--- config.mk ---
export PLATFORM = sky130hd
export DESIGN_NAME = demux_1x2_stream
export DESIGN_NICKNAME = d
export VERILOG_FILES = /design/src/rtl/demux_1x2_stream.sv
export SDC_FILE = /design/constraint.sdc
export NUM_CORES = 1
export LEC_CHECK = 0
export ABC_AREA = 1
export CAP_MARGIN = 0
export CORE_ASPECT_RATIO = 0.8
export CORE_MARGIN = 1
export CORE_UTILIZATION = 41
export CTS_CLUSTER_SIZE = 20
export DETAILED_ROUTE_END_ITERATION = 10
export GPL_TIMING_DRIVEN = 0
export PLACE_DENSITY = 0.77
export SKIP_CTS_REPAIR_TIMING = 1
export SYNTH_ARGS = -nofsm -noshare
export SYNTH_HDL_FRONTEND = slang
export SYNTH_SLANG_ARGS = --single-unit
--- constraint.sdc ---
create_clock -name clk -period 1.2 [get_ports clk]
set_input_delay 0.18 -clock clk [delete_from_list [all_inputs] [get_ports clk]]
set_output_delay 0.18 -clock clk [all_outputs]
set_load 0.02 [all_outputs]
--- src/rtl/demux_1x2_stream.sv ---
// -----------------------------------------------------------------------------
// demux_1x2_stream
// Clocked 1-to-2 stream demultiplexer with valid/ready handshakes on all ports.
// Each input beat on x_i is steered to f1 or f2 by s_i, sampled when the beat is
// accepted. Each output owns a one-entry register slice, so a beat is visible one
// cycle after acceptance. A slice can drain and refill on the same edge, which
// keeps one beat per cycle per output.
//
// Optional feature macro: DEMUX_LAST_LOCK_EN
//   When defined, adds x_last_i and a small lock FSM. The route chosen by the
//   first beat of a packet is held until the beat carrying x_last_i, so a packet
//   never splits across outputs. When undefined, every beat uses its own s_i.
// -----------------------------------------------------------------------------
module demux_1x2_stream #(
   parameter int WIDTH = 8
) (
   input  logic             clk,
   input  logic             rst_n,
   input  logic [WIDTH-1:0] x_i,
   input  logic             x_valid_i,
   output logic             x_ready_o,
   input  logic             s_i,
`ifdef DEMUX_LAST_LOCK_EN
   input  logic             x_last_i,
`endif
   output logic [WIDTH-1:0] f1_o,
   output logic             f1_valid_o,
   input  logic             f1_ready_i,
   output logic [WIDTH-1:0] f2_o,
   output logic             f2_valid_o,
   input  logic             f2_ready_i
);

   logic [WIDTH-1:0] f1Data_q, f1Data_d;
   logic [WIDTH-1:0] f2Data_q, f2Data_d;
   logic             f1Valid_q, f1Valid_d;
   logic             f2Valid_q, f2Valid_d;
   logic             f1Free, f2Free;
   logic             target;
   logic             accept;
   logic             load1, load2;

`ifdef DEMUX_LAST_LOCK_EN
   typedef enum logic {
      LOCK_IDLE,
      LOCK_HELD
   } lockState_e;

   lockState_e lockState_q;
   logic       lockSel_q;

   // Route by s_i between packets, by the latched select inside a packet.
   always_comb begin
      target = s_i;
      if (lockState_q == LOCK_HELD) begin
         target = lockSel_q;
      end
   end

   // Lock FSM: the first non-last beat latches the route, the last beat releases it.
   always_ff @(posedge clk or negedge rst_n) begin
      if (!rst_n) begin
         lockState_q <= LOCK_IDLE;
         lockSel_q   <= 1'b0;
      end else if (accept) begin
         case (lockState_q)
            LOCK_IDLE: begin
               if (!x_last_i) begin
                  lockState_q <= LOCK_HELD;
                  lockSel_q   <= s_i;
               end
            end
            LOCK_HELD: begin
               if (x_last_i) begin
                  lockState_q <= LOCK_IDLE;
               end
            end
            default: begin
               lockState_q <= LOCK_IDLE;
            end
         endcase
      end
   end
`else
   // Without packet locking every beat is steered by its own select.
   always_comb begin
      target = s_i;
   end
`endif

   // A slice can take a beat when it is empty or is being drained this cycle.
   // Ready is held low during reset and never looks at x_valid_i.
   always_comb begin
      f1Free    = !f1Valid_q || f1_ready_i;
      f2Free    = !f2Valid_q || f2_ready_i;
      x_ready_o = rst_n && (target ? f2Free : f1Free);
      accept    = x_valid_i && x_ready_o;
      load1     = accept && !target;
      load2     = accept && target;
   end

   // Next state of slice 1: load wins over drain so a full slice refills bubble-free.
   always_comb begin
      f1Data_d  = f1Data_q;
      f1Valid_d = f1Valid_q;
      if (load1) begin
         f1Data_d  = x_i;
         f1Valid_d = 1'b1;
      end else if (f1_ready_i) begin
         f1Valid_d = 1'b0;
      end
   end

   // Next state of slice 2, same rules as slice 1 and fully independent of it.
   always_comb begin
      f2Data_d  = f2Data_q;
      f2Valid_d = f2Valid_q;
      if (load2) begin
         f2Data_d  = x_i;
         f2Valid_d = 1'b1;
      end else if (f2_ready_i) begin
         f2Valid_d = 1'b0;
      end
   end

   // Slice registers; reset discards any held beat and clears the data.
   always_ff @(posedge clk or negedge rst_n) begin
      if (!rst_n) begin
         f1Data_q  <= '0;
         f1Valid_q <= 1'b0;
         f2Data_q  <= '0;
         f2Valid_q <= 1'b0;
      end else begin
         f1Data_q  <= f1Data_d;
         f1Valid_q <= f1Valid_d;
         f2Data_q  <= f2Data_d;
         f2Valid_q <= f2Valid_d;
      end
   end

   assign f1_o       = f1Data_q;
   assign f1_valid_o = f1Valid_q;
   assign f2_o       = f2Data_q;
   assign f2_valid_o = f2Valid_q;

endmodule
==> run metrics <==
maximum VDD drop=0.950 mV; status=finished with violations; Fillers=135; Synth Area per Inst=9.82 µm²; Non-Filler Instances=143; CTS root buf=clkbuf_4; Post-Syn Nets=95; fraction of the cycle the final worst path needs=109%; drt pass-1 iters=4; WL/cell=13.3 µm; FF+latch count, synth=18; setup ws final=-113 ps; I/O Buffers=31; Achievable Freq=0.761 GHz; startpoint types=flip-flop; failing checks=hold timing, setup timing; I/O Pins=33; max_cap viols=0; Final Max Tran Viols=0; total CTS buffers=3; sequential fraction of the synthesis area=56.6%; power per cell area=1270 nW/µm²; post-DP HPWL=1.25 mm; CP endpoint kind=output port; Num Clock Sinks=18; Clock Pin Slew Worst Setup and Hold Paths=100 ps; Slew HR=64.0%; Arrival @ worst endpoint=1130 ps; placed cell count=134; worst slew pin tran=539 ps; Final nets=137; first-pass GRT wire length=2.70 mm; number of global-route vias before repair=660; crit path max fanout=3; setup_tns=-115 ps; initial antenna violation count=0; post-route ant nets=0; final core occ=74.5%; total wire length=1.90 mm; pin count of the biggest net entering global routing=21; total power=1.63 mW; CTS tree=done; synthesized area=796 µm²; total gr overflow=0; YS warnings=0; worst hold slack=-137 ps; Starting Density=46.2%; Finish-stage setup viols=2; DR iter-0 viols=13; Synth Instances=81; Max clock buf depth=2; H-tree depth=1; Lkg Pwr=0.834 nW; area of the core=1720 µm²; post-synth cell types=14; flop2flop setup slack=0 ps; minimum clock period=1310 ps; Syn-to-layout area delta=61.5%; HP Class=input port to async pin; Clk Latency, worst-skew pair=280 ps; clk_skew=6.35 ps; routability cong.=0.795; CP Class=flip-flop to output port; die area=2120 µm²; vias per cell=4.95; die width=51.3 µm; drt drc=0; Req. time, crit path=1020 ps; Die Y=41.4 µm; most frequent cells in the layout=nand2_1, dlymetal6s2s_1, dfrtp_1, inv_1, clkdlybuf4s50_1; RSZ-0062 raised after global routing=true; Rows=13; leading cell type in the layout, fill and taps excluded=nand2_1; ratio of cells with drive above 1 in the final layout=19.0%; # diodes=0; GRT Util Overall=16.5%; Hold Vio Cnt, Final=18; routed vias=708
## cell families (layout without fill, tap and decap cells)
family / Yosys count / in the layout / share of synthesized area [%]
AOI/OAI and AO/OA: 8 / 8 / 5.03
buffers and inverters: 13 / 52 / 9.28
DFF: 18 / 18 / 56.6
and+or+nand+nor: 42 / 43 / 29.1
## power breakdown
| part | leakage (nW) | internal [mW] | switching, mW | total (mW) |
|---|---|---|---|---|
| combinational | 0.594 | 0.275 | 0.300 | 0.575 |
| clock | 0.0138 | 0.116 | 0.168 | 0.284 |
| sequential | 0.226 | 0.708 | 0.0596 | 0.768 |
| total | 0.834 | 1.10 | 0.527 | 1.63 |
## final cells by class
| cell class | count | area (µm²) | area share [%] |
|---|---|---|---|
| flip-flops and latches | 18 | 450 | 35.1 |
| inverters | 11 | 55.1 | 4.28 |
| clock buffers | 3 | 22.5 | 1.75 |
| repair buffers | 36 | 399 | 31.1 |
| plain buffers | 2 | 18.8 | 1.46 |
| multi-input cells | 51 | 312 | 24.2 |
| well taps | 22 | 27.5 | 2.14 |
## sequential cells by signal, indices dropped and copies added, names as in the netlist
signal      cells
f2_o            8
f2_valid_o      1
f1_valid_o      1
f1_o            8
## cell usage after synthesis, drive strengths merged
cell | number | share of area [%]
nand2 | 29 | 14
bufinv | 1 | 2.2
buf | 2 | 2.4
o21ai | 8 | 5.0
nand4 | 9 | 9.0
nand3 | 2 | 2.8
inv | 10 | 4.7
dfrtp | 18 | 57
nor2 | 2 | 3.3
## layer usage
metal	vias up	routed length [µm]	part of all wire (%)	track usage, %
met5	-	0	0	0
met1	325	872	46	22.9
met4	0	21	1.1	3.24
met3	4	152	8.0	3.66
li1	351	-	-	-
met2	28	850	45	26.8
## worst max-delay path, stage by stage (launching register included)
cell,delay (ps)
dfrtp_1,410
nand3_2,90
nand2_4,70
nor2_8,130
buf_4,140
## final timing paths
| check | start | to | depth (start not counted) |
|---|---|---|---|
| worst max register to register | f2_valid_o | f1_o[4] | 7 |
| worst min register to register | f1_o[5] | f1_o[5] | 2 |
| worst max-delay path | f2_valid_o | x_ready_o | 4 |
| min in group clk | x_valid_i | f1_o[1] | 3 |
| worst min-delay path | rst_n | f2_o[5] | 1 |
| max in group asynchronous | rst_n | f1_o[4] | 1 |
## through the flow
step | hold WS (ps) | instance area [µm²] | setup WS, ps
2_1_floorplan | -116 | 796 | 1.48
3_3_place_gp | 455 | 1130 | -1320
3_5_place_dp | 462 | 1130 | -1330
4_1_cts | 238 | 1160 | -1320
5_1_grt | -103 | 1280 | -182
6_report | -137 | 1280 | -113
No activity file was read; power rests on OpenSTA's default activity.
